### config.mk
export PLATFORM = sky130hd
export DESIGN_NAME = besdpb_arbiter
export DESIGN_NICKNAME = d
export VERILOG_FILES = /design/src/rtl/besdpb_arbiter.sv
export SDC_FILE = /design/constraint.sdc
export NUM_CORES = 1
export LEC_CHECK = 0
export ABC_AREA = 0
export BUFFER_PORTS_ARGS = -buffer_cell sky130_fd_sc_hd__buf_4
export CAP_MARGIN = 20
export CORE_MARGIN = 8
export CORE_UTILIZATION = 40
export DETAILED_ROUTE_END_ITERATION = 7
export HOLD_SLACK_MARGIN = 0.15
export PLACE_DENSITY_LB_ADDON = 0.25
export SYNTH_ARGS = -nofsm -noshare
export SYNTH_HDL_FRONTEND = slang
export SYNTH_SLANG_ARGS = --single-unit
### constraint.sdc
create_clock -name clk -period 1.81 [get_ports clk]
set_input_delay 0.0905 -clock clk [delete_from_list [all_inputs] [get_ports clk]]
set_output_delay 0.0905 -clock clk [all_outputs]
set_load 0.01 [all_outputs]
### src/rtl/besdpb_arbiter.sv
// Round-robin arbiter sharing one byte-enabled single-port RAM between a
// read-only fetch port (A) and a read/write data port (B).
module besdpb_arbiter #(
  parameter int ADDRESS_BITWIDTH = 16,
  parameter int DATA_BITWIDTH    = 32,
  parameter int COLUMN_BITWIDTH  = 8,
  parameter int COLUMN_COUNT     = DATA_BITWIDTH / COLUMN_BITWIDTH
) (
  input  logic                        clk,
  input  logic                        rst_n,
  input  logic                        a_req,
  input  logic [ADDRESS_BITWIDTH-1:0] a_address,
  output logic                        a_ready,
  output logic                        a_done,
  output logic [DATA_BITWIDTH-1:0]    a_rdata,
  input  logic                        b_req,
  input  logic [COLUMN_COUNT-1:0]     b_write_enable,
  input  logic [ADDRESS_BITWIDTH-1:0] b_address,
  input  logic [DATA_BITWIDTH-1:0]    b_data_in,
  output logic                        b_ready,
  output logic                        b_done,
  output logic [DATA_BITWIDTH-1:0]    b_rdata,
  output logic [COLUMN_COUNT-1:0]     ram_write_enable,
  output logic [ADDRESS_BITWIDTH-1:0] ram_address,
  output logic [DATA_BITWIDTH-1:0]    ram_data_in,
  input  logic [DATA_BITWIDTH-1:0]    ram_data_out
);

  // 1 = B was the most recently accepted port; reset so A wins the first tie
  logic last_grant_b;
  logic b_is_read;

  assign a_ready   = a_req & (~b_req | last_grant_b);
  assign b_ready   = b_req & (~a_req | ~last_grant_b);
  assign b_is_read = ~(|b_write_enable);

  always_comb begin
    ram_address      = '0;
    ram_write_enable = '0;
    if (a_ready) begin
      ram_address = a_address;
    end else if (b_ready) begin
      ram_address      = b_address;
      ram_write_enable = b_write_enable;
    end
  end

  assign ram_data_in = b_data_in;

  always_ff @(posedge clk or negedge rst_n) begin
    if (!rst_n) begin
      last_grant_b <= 1'b1;
      a_done       <= 1'b0;
      b_done       <= 1'b0;
      a_rdata      <= '0;
      b_rdata      <= '0;
    end else begin
      a_done <= a_ready;
      b_done <= b_ready;
      if (a_ready || b_ready) begin
        last_grant_b <= b_ready;
      end
      if (a_ready) begin
        a_rdata <= ram_data_out;
      end
      // writes complete with a done pulse but leave the read data untouched
      if (b_ready && b_is_read) begin
        b_rdata <= ram_data_out;
      end
    end
  end

endmodule

; After elaboration in Yosys (flattened, before gate mapping)
; Index checks and enable logic that the tools add are counted.
[word_totals]
regBits = 67
inputBits = 104
out_inout_bits = 120
word_cells = 20
[op_classes]
muxes = 4
bitwise_logic = 8
reduce_logical = 3
[op_table]
columns = op, count
row1 = $mux 16, 2
row2 = $mux 4, 2
row3 = $not 1->1, 4
row4 = $reduce_or 4->1, 1
row5 = $and 1x1->1, 2
row6 = $or 1x1->1, 2
row7 = $logic_and 1x1->1, 1
row8 = $logic_or 1x1->1, 1

; Logic depth before layout (Yosys ltp)
[logic_depth]
depth_word = 5
ltp_mapped = 5
mapped_depth_nobuf = 4

; Worst setup path after synthesis
; No wires, ideal clock.
[synth_timing]
kind = register to register
start = reg last_grant_b
end = reg a_rdata[13]
setup_time_ps = 125
t_arrival_ps = 1386
required_ps = 1685
setup_slack_ps = 299
path_stages_with_launch = 6
n_path_buf = 1
synth_period_minus_slack_ps = 1511
cell_sequence = dfstp_2 -> nand2b_4 -> nand2_2 -> inv_2 -> buf_2 -> mux2_2
[synth_via]
elab_chain_len = 2
[synth_rtl]
columns = item, line_no
row1 = "start, declared", 30  ; logic last_grant_b;
row2 = "start signal, assigned", 61  ; last_grant_b <= b_ready;
row3 = $or 1x1->1, 33  ; assign a_ready = a_req & (~b_req | last_grant_b);
row4 = $and 1x1->1, 33
row5 = "end signal, assigned", 64  ; a_rdata <= ram_data_out;
row6 = "end, declared", 15  ; output logic [DATA_BITWIDTH-1:0] a_rdata,
; Every way passes these cells.
; A chain may end at the register's enable or synchronous reset.

; Final worst setup path
[layout_timing]
start = reg last_grant_b
end = out ram_address[9]
[layout_via]
elab_chain_len = 5
elab_cells_between_ends = 7
cone_classes = mux: 2 / bitwise: 5
[layout_rtl]
columns = item, line_no
row1 = $not 1->1, 34  ; assign b_ready = b_req & (~a_req | ~last_grant_b);
row2 = $or 1x1->1, 34
row3 = $and 1x1->1, 34
row4 = $mux 16, 42  ; end else if (b_ready) begin
row5 = $mux 16 *, 40  ; if (a_ready) begin
row6 = "end, declared", 24  ; output logic [ADDRESS_BITWIDTH-1:0] ram_address,
; Every way passes the cells marked *; elsewhere a longest branch is shown, timed or not.

==> flow_summary.ini <==
[worst_setup_path]
max_stage_delay_ns = 0.55
crit_fanout = 9
worstSetupEndpointType = output pin
path_cells = nand2b_4 -> nand2_2 -> inv_4 -> buf_12 -> a22o_1 -> buf_4
crit_slowest_cell = dfstp_2
start_kind = register
crit_required_ns = 1.72
critPathKind = reg -> out
critPathTopFamily = flip-flops
cp_num_buf_inv = 3
arrival_ns = 1.60

[floorplan]
die_x_um = 103
initial_core_util_pct = 40.2
dieHeight_um = 103
core_area_um2 = 7570
row_count = 32
die_area_um2 = 10700
design.portCount = 224

[timing]
period_share_pct = 93.6
timing.fmax_mhz = 590
slew_viol_final = 0
setup_violations = 0
fin_skew_ns = 0.00797
rsz0062_at_grt = false
max_slew.worst_pin.slew_ns = 0.399
max_slew_margin_pct = 73.4
fin_crit_ns = 1.69
hold_violations = 0
setup_ws_ns = 0.116
timing.setup.tns_ns = 0

[cts]
numCtsBuffers = 9
cts_max_level = 3
root_buffer = clkbuf_8
clock_path_buffers = 2
clk_pin_slew_ns = 0.07
cts_sinks = 67
cts_tree = yes
worstSkewPairLatency_ns = 0.35

[global_routing]
grtUsageTotal_pct = 16.3
grt_pass1_wl_um = 12800
grt_pass1_vias = 2495
antenna_found_initial = 0
grt_overflow = 0
grt_max_degree = 39

[final_layout]
drive_gt1_share_pct = 67.5
finalInstanceArea_um2 = 4830
nets = 477
area_growth_pct = 58.6
antenna_cells = 0

[logic_synthesis]
syn_inst = 200
synth_flop_cell = dfrtp_1
synth.distinct_cells = 17
mappedNetlistNets = 304
synth.area.top_cells = dfrtp_1 54%, mux2_4 15%, mux2_2 13%, buf_4 8.1%, a22o_1 4.6%
synth.top_cell.area_share_pct = 54.3
synth_edf_count = 0
synth.avg_cell_area_um2 = 15.2
yosysMostFrequentCell = dfrtp_1
ys_async_sr_fraction_pct = 100
syn_area_um2 = 3040
yosysTopAreaCell = dfrtp_1
ys_seq_area_share_pct = 55.1
yosys_warnings = 0
synth_common_cells = 66 x dfrtp_1, 34 x mux2_2, 33 x buf_4
ys_ff_latch = 67

[power]
peakVddDrop_mv = 0.387
leakage_nw = 2.46
p_per_area_nw_per_um2 = 1080
p_total_mw = 5.22

[hold_path]
hold_class = in -> out

[placed_design]
post-dp-hpwl_um = 6420
pre_cts_ws_ns = 0.340
routabilityCongestion = 0.756
placement.cell_area_um2 = 4140
portBuffers = 159

[run]
cap_violations = 0

[run_status]
status = complete, no violations

[drt]
vias = 2218
dr.pass1.iters = 3
ant_nets = 0
drt_wl_total_um = 8720
wl_per_cell_um = 18.2
vias_per_cell = 4.62
drt_iter0_markers = 24
drc = 0
## state kept, by name, indices dropped and copies added (netlist names)
name	count
b_done	1
a_done	1
b_rdata	32
last_grant_b	1
a_rdata	32
## final timing paths
kind | from | to | slack, ns | depth (start not counted)
worst max register to register | last_grant_b | a_rdata[10] | 0.24 | 6
min in group asynchronous | rst_n | a_rdata[18] | 0.22 | 2
worst min register to register | a_rdata[25] | a_rdata[25] | 0.51 | 1
max in group asynchronous | rst_n | a_rdata[1] | 1.05 | 3
worst min-delay path | b_data_in[10] | ram_data_in[10] | 0.18 | 0
worst max-delay path | last_grant_b | ram_address[9] | 0.12 | 6
## layout make-up
cell class / count / area [µm²]
fillers: 601 / 2740
well taps: 102 / 128
inverters: 2 / 10.0
repair buffers: 203 / 1680
multi-input cells: 90 / 1050
flip-flops and latches: 67 / 1680
clock inverters: 6 / 136
clock buffers: 10 / 138
## metal layers
layer	track usage [%]	up-vias	routed length [µm]
met5	0	-	0
met4	6.56	0	112
met3	8.90	11	1040
met2	26.8	120	4420
met1	16.9	1073	3150
li1	-	1014	-
## repair_timing
action                     in CTS  in global routing
hold endpoints to repair      132                  0
buffers inserted                0                  1
gates resized for setup         0                  1
hold buffers                   35                  0
setup endpoints to repair       0                 15
## report_power, final
group          total, mW  leakage, nW  switching [mW]  internal (mW)
combinational       1.55         1.52           0.573          0.974
sequential          1.99        0.805           0.180           1.81
clock               1.68        0.133           0.586           1.09
## cell families (layout without fill, tap and decap cells)
family / count (synthesis) / in the layout / synth area share (%)
AOI/OAI and AO/OA: 18 / 18 / 5.14
buffers and inverters: 43 / 221 / 10.2
DFF: 67 / 67 / 55.1
and+or+nand+nor: 8 / 8 / 2.10
muxes: 64 / 64 / 27.4
## stage by stage
| stage | cells | hold WS [ns] | util (%) |
|---|---|---|---|
| floorplan | 200 | -0.205 | - |
| global placement | 426 | 0.0498 | 54.7 |
| detailed placement | 426 | 0.0495 | 54.7 |
| CTS | 477 | 0.181 | 63.0 |
| global route | 480 | 0.181 | 63.8 |
| finish | 480 | 0.181 | 63.8 |
## layout by cell type, fill, tap and decap left out
master / Yosys / layout
a21boi_2: 1 / 1
a22o_1: 16 / 16
and2_1: 4 / 4
buf_12: 0 / 3
buf_4: 33 / 163
bufinv_16: 0 / 4
clkbuf_16: 0 / 2
clkbuf_8: 0 / 10
clkinv_4: 0 / 1
clkinvlp_4: 0 / 1
dfrtp_1: 66 / 66
dfstp_2: 1 / 1
dlygate4sd3_1: 0 / 35
inv_1: 1 / 1
inv_4: 0 / 1
mux2_2: 34 / 34
mux2_4: 30 / 30
nand2_2: 2 / 2
nand2b_4: 1 / 1
nor4_2: 1 / 1
o21ai_0: 1 / 1
Power figures use the tool's default switching activity.
